[config.mk]
export PLATFORM = sky130hd
export DESIGN_NAME = multi_issue_iqueue
export DESIGN_NICKNAME = d
export VERILOG_FILES = /design/src/rtl/riscalar_pkg.sv /design/src/rtl/iqueue_mem.sv /design/src/rtl/multi_issue_iqueue.sv
export SDC_FILE = /design/constraint.sdc
export NUM_CORES = 1
export LEC_CHECK = 0
export BUFFER_PORTS_ARGS = -buffer_cell sky130_fd_sc_hd__buf_2
export CAP_MARGIN = 20
export CORE_MARGIN = 1.5
export CORE_UTILIZATION = 35
export DETAILED_ROUTE_END_ITERATION = 12
export PLACE_DENSITY_LB_ADDON = 0.08
export SLEW_MARGIN = 5
export SYNTH_ARGS = -nofsm -noshare
export SYNTH_HDL_FRONTEND = slang
export SYNTH_SLANG_ARGS = --single-unit
[constraint.sdc]
create_clock -name clk_in -period 6.3 [get_ports clk_in]
set_clock_uncertainty 0.1 [all_clocks]
set_input_delay 0 -clock clk_in [delete_from_list [all_inputs] [get_ports clk_in]]
set_output_delay 0 -clock clk_in [all_outputs]
set_load 0.1 [all_outputs]
[src/rtl/riscalar_pkg.sv]
// Shared constants for the riscalar front end: default datapath widths and the
// canonical NOP used to fill instruction lanes that carry no valid entry.
package riscalar_pkg;

    localparam int RV_INST_WIDTH = 32;
    localparam int RV_PC_WIDTH   = 32;
    localparam logic [31:0] RV_NOP = 32'h0000_0013;

endpackage

[src/rtl/iqueue_mem.sv]
// Instruction queue storage: multi-port write, asynchronous multi-port read.
// The array is deliberately left unreset; validity is tracked by the owner.
module iqueue_mem
    import riscalar_pkg::*;
#(
    parameter int DEPTH      = 8,
    parameter int INST_WIDTH = RV_INST_WIDTH,
    parameter int PC_WIDTH   = RV_PC_WIDTH,
    parameter int ENQ_WIDTH  = 2,
    parameter int DEQ_WIDTH  = 2,
    parameter int AW         = $clog2(DEPTH)
) (
    input  logic                            clk_in,
    input  logic [ENQ_WIDTH-1:0]            wr_en,
    input  logic [ENQ_WIDTH-1:0][AW-1:0]    wr_addr,
    input  logic [ENQ_WIDTH*INST_WIDTH-1:0] wr_inst,
    input  logic [ENQ_WIDTH*PC_WIDTH-1:0]   wr_pc,
    input  logic [DEQ_WIDTH-1:0][AW-1:0]    rd_addr,
    output logic [DEQ_WIDTH*INST_WIDTH-1:0] rd_inst,
    output logic [DEQ_WIDTH*PC_WIDTH-1:0]   rd_pc
);

    logic [INST_WIDTH-1:0] inst_mem [DEPTH];
    logic [PC_WIDTH-1:0]   pc_mem   [DEPTH];

    // Write addresses are always distinct in a given cycle, so lane order is irrelevant.
    always_ff @(posedge clk_in) begin
        for (int i = 0; i < ENQ_WIDTH; i++) begin
            if (wr_en[i]) begin
                inst_mem[wr_addr[i]] <= wr_inst[i*INST_WIDTH +: INST_WIDTH];
                pc_mem[wr_addr[i]]   <= wr_pc[i*PC_WIDTH +: PC_WIDTH];
            end
        end
    end

    for (genvar i = 0; i < DEQ_WIDTH; i++) begin : g_rd
        assign rd_inst[i*INST_WIDTH +: INST_WIDTH] = inst_mem[rd_addr[i]];
        assign rd_pc[i*PC_WIDTH +: PC_WIDTH]       = pc_mem[rd_addr[i]];
    end

endmodule

[src/rtl/multi_issue_iqueue.sv]
// Multi-issue instruction queue: up to ENQ_WIDTH writes and DEQ_WIDTH reads per
// cycle, oldest-first read lanes, flush and async reset clear the pointers only.
module multi_issue_iqueue
    import riscalar_pkg::*;
#(
    parameter int DEPTH      = 8,
    parameter int INST_WIDTH = RV_INST_WIDTH,
    parameter int PC_WIDTH   = RV_PC_WIDTH,
    parameter int ENQ_WIDTH  = 2,
    parameter int DEQ_WIDTH  = 2
) (
    input  logic                                clk_in,
    input  logic                                rst_n_in,
    input  logic                                flush_in,
    input  logic [ENQ_WIDTH-1:0]                enq_valid_in,
    input  logic [ENQ_WIDTH*INST_WIDTH-1:0]     enq_inst_in,
    input  logic [ENQ_WIDTH*PC_WIDTH-1:0]       enq_pc_in,
    output logic                                enq_ready_out,
    output logic [DEQ_WIDTH-1:0]                deq_valid_out,
    output logic [DEQ_WIDTH*INST_WIDTH-1:0]     deq_inst_out,
    output logic [DEQ_WIDTH*PC_WIDTH-1:0]       deq_pc_out,
    input  logic [$clog2(DEQ_WIDTH+1)-1:0]      deq_count_in,
    output logic [$clog2(DEPTH+1)-1:0]          count_out
);

    localparam int AW = $clog2(DEPTH);
    localparam int CW = $clog2(DEPTH+1);

    logic [AW-1:0] rd_ptr_q, wr_ptr_q;
    logic [CW-1:0] count_q;
    logic [CW-1:0] enq_num, enq_acc, deq_lanes, deq_req, deq_num;
    logic          prefix_open;
    logic          enq_fire;

    logic [ENQ_WIDTH-1:0]            wr_en;
    logic [ENQ_WIDTH-1:0][AW-1:0]    wr_addr;
    logic [DEQ_WIDTH-1:0][AW-1:0]    rd_addr;
    logic [DEQ_WIDTH*INST_WIDTH-1:0] rd_inst;
    logic [DEQ_WIDTH*PC_WIDTH-1:0]   rd_pc;

    // Only the contiguous run of valid lanes starting at lane 0 is honoured.
    always_comb begin
        enq_num     = '0;
        prefix_open = 1'b1;
        for (int i = 0; i < ENQ_WIDTH; i++) begin
            if (prefix_open && enq_valid_in[i]) begin
                enq_num = enq_num + CW'(1);
            end else begin
                prefix_open = 1'b0;
            end
        end
    end

    assign enq_ready_out = (count_q <= CW'(DEPTH - ENQ_WIDTH));
    assign enq_fire      = enq_ready_out && !flush_in;
    assign enq_acc       = enq_ready_out ? enq_num : '0;

    assign deq_lanes = (count_q > CW'(DEQ_WIDTH)) ? CW'(DEQ_WIDTH) : count_q;
    assign deq_req   = CW'(deq_count_in);
    assign deq_num   = (deq_req > deq_lanes) ? deq_lanes : deq_req;

    for (genvar i = 0; i < ENQ_WIDTH; i++) begin : g_wr
        assign wr_en[i]   = enq_fire && (CW'(i) < enq_num);
        assign wr_addr[i] = wr_ptr_q + AW'(i);
    end

    // Invalid lanes present a NOP so downstream decode never sees stale words.
    for (genvar i = 0; i < DEQ_WIDTH; i++) begin : g_rd
        assign rd_addr[i]       = rd_ptr_q + AW'(i);
        assign deq_valid_out[i] = (count_q > CW'(i));
        assign deq_inst_out[i*INST_WIDTH +: INST_WIDTH] =
            deq_valid_out[i] ? rd_inst[i*INST_WIDTH +: INST_WIDTH] : INST_WIDTH'(RV_NOP);
        assign deq_pc_out[i*PC_WIDTH +: PC_WIDTH] =
            deq_valid_out[i] ? rd_pc[i*PC_WIDTH +: PC_WIDTH] : '0;
    end

    always_ff @(posedge clk_in or negedge rst_n_in) begin
        if (!rst_n_in) begin
            rd_ptr_q <= '0;
            wr_ptr_q <= '0;
            count_q  <= '0;
        end else if (flush_in) begin
            rd_ptr_q <= '0;
            wr_ptr_q <= '0;
            count_q  <= '0;
        end else begin
            rd_ptr_q <= rd_ptr_q + AW'(deq_num);
            wr_ptr_q <= wr_ptr_q + AW'(enq_acc);
            count_q  <= count_q + enq_acc - deq_num;
        end
    end

    assign count_out = count_q;

    iqueue_mem #(
        .DEPTH      (DEPTH),
        .INST_WIDTH (INST_WIDTH),
        .PC_WIDTH   (PC_WIDTH),
        .ENQ_WIDTH  (ENQ_WIDTH),
        .DEQ_WIDTH  (DEQ_WIDTH),
        .AW         (AW)
    ) u_mem (
        .clk_in  (clk_in),
        .wr_en   (wr_en),
        .wr_addr (wr_addr),
        .wr_inst (enq_inst_in),
        .wr_pc   (enq_pc_in),
        .rd_addr (rd_addr),
        .rd_inst (rd_inst),
        .rd_pc   (rd_pc)
    );

endmodule

# Yosys cells after proc, flatten, opt, wreduce, memory -nomap -nowiden

Memory sizes are Yosys's and may differ from the RTL's.
Cells that the tools add are included.

Logic and storage cells: 41
ROM bits: 0
Memory bits (writable): 512
Memories: 2
Latch bits: 0
Bits of input ports: 135
Output and inout bits: 135
Register bits: 10

Memory list:

| name           | words | bits a word | read ports | clocked after Yosys merged registers in | wr ports | line             | source |
|---|---|---|---|---|---|---|---|
| u_mem.inst_mem | 8     | 32          | 2          | 0                                       | 2        | iqueue_mem.sv:23 | `logic [INST_WIDTH-1:0] inst_mem [DEPTH];` |
| u_mem.pc_mem   | 8     | 32          | 2          | 0                                       | 2        | iqueue_mem.sv:24 | `logic [PC_WIDTH-1:0] pc_mem [DEPTH];` |

Divide/modulo/power cells: 0
Order comparisons: 7
Multipliers: 0
Reductions and logical operators: 5
Mux-type cells: 17
Bitwise logic cells: 0
Equality and inequality tests: 0
Shift operators: 0
$add $sub $neg: 7

Operators with widths:

| cell                                                                             | number |
|---|---|
| 32-bit two-way mux                                                               | 4 |
| 4-bit two-way mux                                                                | 4 |
| 4-bit by 1-bit greater-than comparator with 1-bit output, second input constant  | 2 |
| 1-bit by 4-bit less-than comparator with 1-bit output, first input constant      | 2 |
| 3-bit by 1-bit adder with 3-bit output, second input constant                    | 2 |
| 3-bit adder                                                                      | 2 |
| 1-bit two-way mux                                                                | 6 |
| 3-bit two-way mux                                                                | 2 |
| 4-bit adder                                                                      | 1 |
| 2-bit by 4-bit greater-than comparator with 1-bit output                         | 1 |
| 4-bit by 2-bit greater-than comparator with 1-bit output, second input constant  | 1 |
| 4-bit by 3-bit less-or-equal comparator with 1-bit output, second input constant | 1 |
| 1-bit logical AND                                                                | 4 |
| 4-bit subtractor                                                                 | 1 |
| 1-bit by 1-bit adder with 2-bit output, second input constant                    | 1 |
| 2-bit two-way mux                                                                | 1 |
| 1-bit zero test                                                                  | 1 |

# Longest topological paths before layout

Gate-level depths: netlist of run 1.

Depth in word-level cells: 7
Depth in mapped cells: 18
Depth with buffers taken out: 18

# Cells and area by module

From an unflattened synthesis of run 1, not the netlist that was laid out.

Cells, all modules: 1780
Area total of the unflattened synthesis: 31123.6 µm²

Modules (own cells, without submodules):

| module             | cells each | area an instance (µm²) | times used | seq. area each (µm²) |
|---|---|---|---|---|
| iqueue_mem         | 1557       | 29301.9                | 1          | 15374.7 |
| multi_issue_iqueue | 223        | 1821.7                 | 1          | 250.2 |

# Worst setup path after synthesis of run 1

OpenSTA, ideal clock, no wires.

Path type: register to register
Start: register count_q[3] (netlist: count_out[3])
End: memory u_mem.inst_mem[5][0] (netlist bit) (enable)
Data arrival time: 5311 ps
Path slack: 382 ps
Cell stages (with the launch flop): 8
Required time: 5693 ps
Path buffers: 0
Library setup time: 507 ps
Period minus slack after synthesis: 5918 ps
Cells stage by stage: dfrtp_1 inv_1 ha_1 nand2_1 mux2_4 clkinv_4 nand2_1 a21oi_1

RTL lines:

| what                   | line                     | source |
|---|---|---|
| from (decl)            | multi_issue_iqueue.sv:30 | `logic [CW-1:0] count_q;` |
| from (signal assigned) | multi_issue_iqueue.sv:89 | `count_q <= count_q + enq_acc - deq_num;` |
| to (decl)              | iqueue_mem.sv:23         |  |

# Worst setup path after layout of run 1

Start: register rd_ptr_q[1]
End: output port deq_pc_out[8]

Word-level cells in the longest chain between the ends: 2

RTL lines:

| what                   | line                     | source |
|---|---|---|
| from (decl)            | multi_issue_iqueue.sv:29 | `logic [AW-1:0] rd_ptr_q, wr_ptr_q;` |
| from (signal assigned) | multi_issue_iqueue.sv:87 | `rd_ptr_q <= rd_ptr_q + AW'(deq_num);` |
| memory 8 x 32 bit      | n/a                      |  |
| 32-bit two-way mux     | multi_issue_iqueue.sv:74 | `deq_valid_out[i] ? rd_pc[i*PC_WIDTH +: PC_WIDTH] : '0;` |
| to (decl)              | multi_issue_iqueue.sv:21 | `output logic [DEQ_WIDTH*PC_WIDTH-1:0] deq_pc_out,` |

No other way between the ends.

==> results.toml, run 1 <==
[grt]
grt_pass1_vias = 22000
grt_overflow = 0
grt_pass1_wl_mm = 154
grt_antenna_before_repair = 5
grt_max_degree = 65
track_usage_pct = 23.8

[floorplan]
num_rows = 108
io_pins = 270
core_area_mm2 = 0.0869
start_util_pct = 35.3
fp.dieH_um = 299
die_w_um = 299
dieArea_mm2 = 0.0895

[clock_tree]
root_buffer = "clkbuf_16"
postCtsSetupBuffers = 0
numCtsBuffers = 68
cts.sinks = 522
cts.clk_slew.worst_paths_ps = 50
cts_tree = "yes"
ctsHtreeMaxLevel = 3
insertion_delay_ps = 600
clock_path_buffers = 3

[sta]
finalSetupTns_ps = 0
setup_viol = 0
rsz0062_at_grt = "false"
slew_viol_final = 0
fmaxAchievable_mhz = 230
post-route-min-period_ps = 4350
relSlewSlack_pct = 20.6
worst_slew_pin_slew_ps = 1190
hold_viol = 0
period_share_pct = 69.1

[detailed_routing]
drc_errors = 0
finalWirelength_mm = 108
ant_nets = 0
route.vias.total = 20800
vias_per_cell = 5.70
dr.pass1.iters = 5
drt_first_iter_violations = 1527
routedWlPerCell_um = 29.7

[run_status]
status = "finished clean"

[worst_setup_path]
crit_fanout = 57
arrival_ps = 4250
endpoint_kind = "primary output"
r2r_start = "wr_ptr_q[0]$_DFF_PN0_"
required_ps = 6200
reg2reg_slack_ps = 2180
r2r-end = "u_mem.pc_mem[7][14]$_DFFE_PP_"
worstSetupStartpointType = "flop"
r2r_cells = 6
crit_type = "flop to primary output"

[yosys]
ys_types = 45
synth-warning-count = 0
synth_top_area_share_pct = 50.1
synth_flop_cell = "edfxtp_1"
synth_most_common_cell = "edfxtp_1"
synth_edf_count = 512
ys_seq_elements = 522
ys_async_sr_fraction_pct = 1.92
seq_area_frac_synth_pct = 50.9
yosysTopAreaCell = "edfxtp_1"
syn_area_mm2 = 0.0307
synth_common_cells = "512 x edfxtp_1, 428 x mux2_2, 192 x mux2i_1, 128 x mux4_2, 82 x mux2_1"
synth_fp_nets = 2165
yosys-top-cells-area = "edfxtp_1 50%, mux2_2 16%, mux4_2 9.4%"
syn_inst = 2014
postSynthAreaPerCell_um2 = 15.2

[placement]
gp_congestion = 0.732
dp_hpwl_mm = 59.1
io_buffers = 269

[worst_hold_path]
worstHoldStart = "enq_inst_in[34]"
whs_path_depth = 3
min_path_type = "input pin to flop"
min_to = "u_mem.inst_mem[6][2]$_DFFE_PP_"

[layout]
drive_gt1_share_pct = 40.2
syn_to_final_growth_pct = 21.3
nets = 2589

[run]
maxCapViolCount = 0
worst max-delay path by stage:
stage                                           endpoint                   start  slack (ps)  cells past startpoint
final                                      deq_pc_out[8]   rd_ptr_q[1]$_DFF_PN0_        1950                      6
after global routing                       deq_pc_out[6]   rd_ptr_q[1]$_DFF_PN0_        1730                      6
after CTS                                 deq_pc_out[12]   rd_ptr_q[1]$_DFF_PN0_        1930                      6
after detailed placement          count_out[3]$_DFF_PN0_  count_out[2]$_DFF_PN0_        2340                     17
after global placement            count_out[3]$_DFF_PN0_  count_out[2]$_DFF_PN0_        2390                     17
after floorplan           u_mem.inst_mem[5][0]$_DFFE_PP_  count_out[3]$_DFF_PN0_         380                      7
logic make-up after synthesis:
| family | count (synthesis) | share of synthesized area (%) |
|---|---|---|
| muxes | 836 | 34.6 |
| DFF | 522 | 50.9 |
| AOI/OAI and AO/OA | 272 | 6.30 |
| and+or+nand+nor | 188 | 4.03 |
| buffers and inverters | 172 | 3.16 |
| adders and majority gates | 16 | 0.750 |
| xor gates and xnor gates | 8 | 0.253 |
worst max-delay path, cell delays in order, from the launching register on:
cell and delay, ps:
dfrtp_4 880, buf_4 790, buf_4 740, mux2i_1 160
a22oi_1 190, and3_1 240, buf_2 450
routing by layer:
layer / vias to the layer above / wire [µm] / share of wire (%) / track usage [%]
li1: 9047 / - / - / -
met1: 10900 / 47700 / 44 / 32.6
met2: 662 / 52300 / 48 / 39.3
met3: 137 / 5630 / 5.2 / 3.36
met5: - / 51 / 0.047 / 0
met4: 8 / 2410 / 2.2 / 6.73
metrics by stage:
stage	hold slack [ps]	cell area (µm²)	worst slack (ps)	std cells	utilization, %
2_1_floorplan	-396	30700	382	2014	-
3_3_place_gp	-214	33100	2390	3322	38.1
3_5_place_dp	-212	33100	2340	3322	38.1
4_1_cts	184	37200	1930	3640	42.8
5_1_grt	239	37200	1730	3642	42.9
6_report	232	37200	1950	3642	42.9
placed cells by master (no fill, tap or decap), drive strengths merged, types with 6 or more instances in the layout:
cell type / netlist / layout
mux2: 516 / 516
edfxtp: 512 / 512
buf: 116 / 317
dlygate4sd3: 0 / 200
mux2i: 192 / 192
mux4: 128 / 128
clkbuf: 47 / 95
nor2b: 70 / 70
a21oi: 68 / 68
a22o: 64 / 64
a22oi: 63 / 63
and3: 62 / 62
a211oi: 61 / 61
nor2: 19 / 19
clkinv: 2 / 15
nand2: 13 / 13
ha: 12 / 12
inv: 7 / 12
dfrtp: 10 / 10
o21ai: 9 / 9
nand3: 8 / 8
xnor2: 6 / 6
state kept, by name, summed over array words and instances, names as in the netlist:
signal / flops
rd_ptr_q: 3
u_mem.pc_mem: 256
count_out: 4
u_mem.inst_mem: 256
wr_ptr_q: 3
final cells by class:
class | instances | area (µm²)
Clock inverter | 23 | 243
Multi-Input combinational cell | 1320 | 14300
Tap cell | 1155 | 1450
Timing Repair Buffer | 517 | 3780
Sequential cell | 522 | 15600
Clock buffer | 95 | 1850
Fill cell | 8033 | 49600
Antenna cell | 1 | 2.50
Inverter | 9 | 38.8
timing repair:
action / in CTS / in global routing
hold endpoints to repair: 539 / 0
hold buffers: 200 / 0
resized for setup: 0 / 0
Power of run 1 is left out: the tool's default activity adds up to more than one toggle a clock period on the data nets, which glitch-free logic cannot reach.
==> run 2, diff against run 1 <==
==> constraint.sdc (replaced) <==
create_clock -name clk_in -period 4.29 [get_ports clk_in]
set_clock_uncertainty 0.1 [all_clocks]
set_input_delay 0 -clock clk_in [delete_from_list [all_inputs] [get_ports clk_in]]
set_output_delay 0 -clock clk_in [all_outputs]
set_load 0.1 [all_outputs]
==> run 2 against run 1 <==
Net effect:
- register-to-register slack worse by 1800 ps
- first-iteration DRC count is 10% lower
- critical path type is now flop to flop
- via count down 0.65%
- sequential cell count did not move
- critical path depth increased by 11
- largest cell class unchanged
- core utilization increased by 0.34 points
==> results.toml, run 2 (synthesis gave the netlist of run 1 again) <==
[sta]
worst_slew_pin_slew_ps = 1150
whs_ps = 72.0
hold_viol = 0
setup_viol = 0
fmaxAchievable_mhz = 258
post-route-min-period_ps = 3870
rsz0062_at_grt = "false"
period_share_pct = 90.2
slew_viol_final = 0
relSlewSlack_pct = 23.1

[clock_tree]
root_buffer = "clkbuf_16"
insertion_delay_ps = 580
numCtsBuffers = 67
ctsHtreeMaxLevel = 3
cts.sinks = 522
cts_resized = 0
clock_path_buffers = 3
cts.clk_slew.worst_paths_ps = 60
cts_tree = "yes"

[floorplan]
num_rows = 108
fp.dieH_um = 299
start_util_pct = 35.3
core_area_mm2 = 0.0869
dieArea_mm2 = 0.0895
io_pins = 270
die_w_um = 299

[worst_hold_path]
min_path_type = "input pin to flop"
whs_path_depth = 3

[layout]
nets = 2598
postLayoutCellArea_mm2 = 0.0375
mostFrequentLayoutCell = "edfxtp_1"
final_cell_mix = "512 x edfxtp_1, 428 x mux2_2, 269 x buf_2"
drive_gt1_share_pct = 40.5
final_cells = 3651
syn_to_final_growth_pct = 22.2

[placement]
dpl_cell_area_mm2 = 0.0335
dp_hpwl_mm = 59.3
io_buffers = 269
dp_cells = 3334
gp_congestion = 0.751

[grt]
grt_pass1_wl_mm = 154
grt_antenna_before_repair = 5
grt_pass1_vias = 22300
track_usage_pct = 23.8
grt_max_degree = 154
grt_overflow = 0

[worst_setup_path]
cp_slowest_cell = "fa_1"
path_cells = "inv_1 > ha_1 > nand2b_2 > clkinv_1 > nand2_1 > inv_1 > ha_1 > nand2_1 > o21ai_0 > or3_1 > a21oi_1 > fa_1 > ha_1 > a21o_1 > a21oi_1 > xnor2_1 > nor2_1"
required_ps = 4650
crit_fanout = 6
endpoint_kind = "flop"
worstSetupStartpointType = "flop"
slowest_delay_ps = 490
path_delay_family = "adder cells"
r2r_cells = 17
worst_path_most_repeated_cell = "ha_1"
crit_type = "flop to flop"
arrival_ps = 4230
cp.depth = 17
cp_num_buf_inv = 3

[detailed_routing]
dr.pass1.iters = 5
ant_nets = 0
routedWlPerCell_um = 29.6
finalWirelength_mm = 108
route.vias.total = 20600
drc_errors = 0
drt_first_iter_violations = 1373
vias_per_cell = 5.65

[run]
maxCapViolCount = 0

[run_status]
status = "finished clean"
-- run 2: stage by stage --
step / setup TNS [ps] / worst slack, ps / util, %
6_report: 0 / 421 / 43.2
5_1_grt: 0 / 148 / 43.2
3_3_place_gp: 0 / 479 / 38.6
4_1_cts: 0 / 408 / 43.2
3_5_place_dp: 0 / 428 / 38.6
2_1_floorplan: -291740 / -907 / -
-- run 2: area by class of cell --
type	count	area [µm²]
Clock inverter	21	179
Clock buffer	95	1850
Inverter	9	38.8
Sequential cell	522	15600
Fill cell	7906	49300
Timing Repair Buffer	527	4130
Multi-Input combinational cell	1320	14300
Antenna cell	2	5.00
Tap cell	1155	1450
-- run 2: tightest hold or removal path: cells and delay by family --
family / cells / cell delay [ps]
buf+inv: 1 / 150
compound gates: 1 / 240
simple gates: 1 / 140
-- run 2: timing repair --
action / CTS / global route
buffers inserted: 0 / 0
hold endpoints to repair: 532 / 0
hold buffers: 199 / 0
-- run 2: worst paths after layout --
kind	start	endpoint	slack, ps
hold / removal	enq_valid_in[0]	u_mem.pc_mem[6][23]$_DFFE_PP_	70
setup / recovery	count_out[2]$_DFF_PN0_	count_out[3]$_DFF_PN0_	420
hold reg to reg	count_out[0]$_DFF_PN0_	count_out[0]$_DFF_PN0_	670
min in group asynchronous	rst_n_in	count_out[0]$_DFF_PN0_	340
setup reg to reg	count_out[2]$_DFF_PN0_	count_out[3]$_DFF_PN0_	420
max in group asynchronous	rst_n_in	rd_ptr_q[0]$_DFF_PN0_	3350
-- run 2: layer usage --
layer / GRT usage (%) / part of all wire (%) / up-vias
li1: - / - / 9076
met1: 31.2 / 43 / 10700
met2: 40.6 / 49 / 645
met3: 4.37 / 5.7 / 163
met4: 6.13 / 2.2 / 8
met5: 0 / 0.039 / -
Power of run 2 is left out for the same reason.
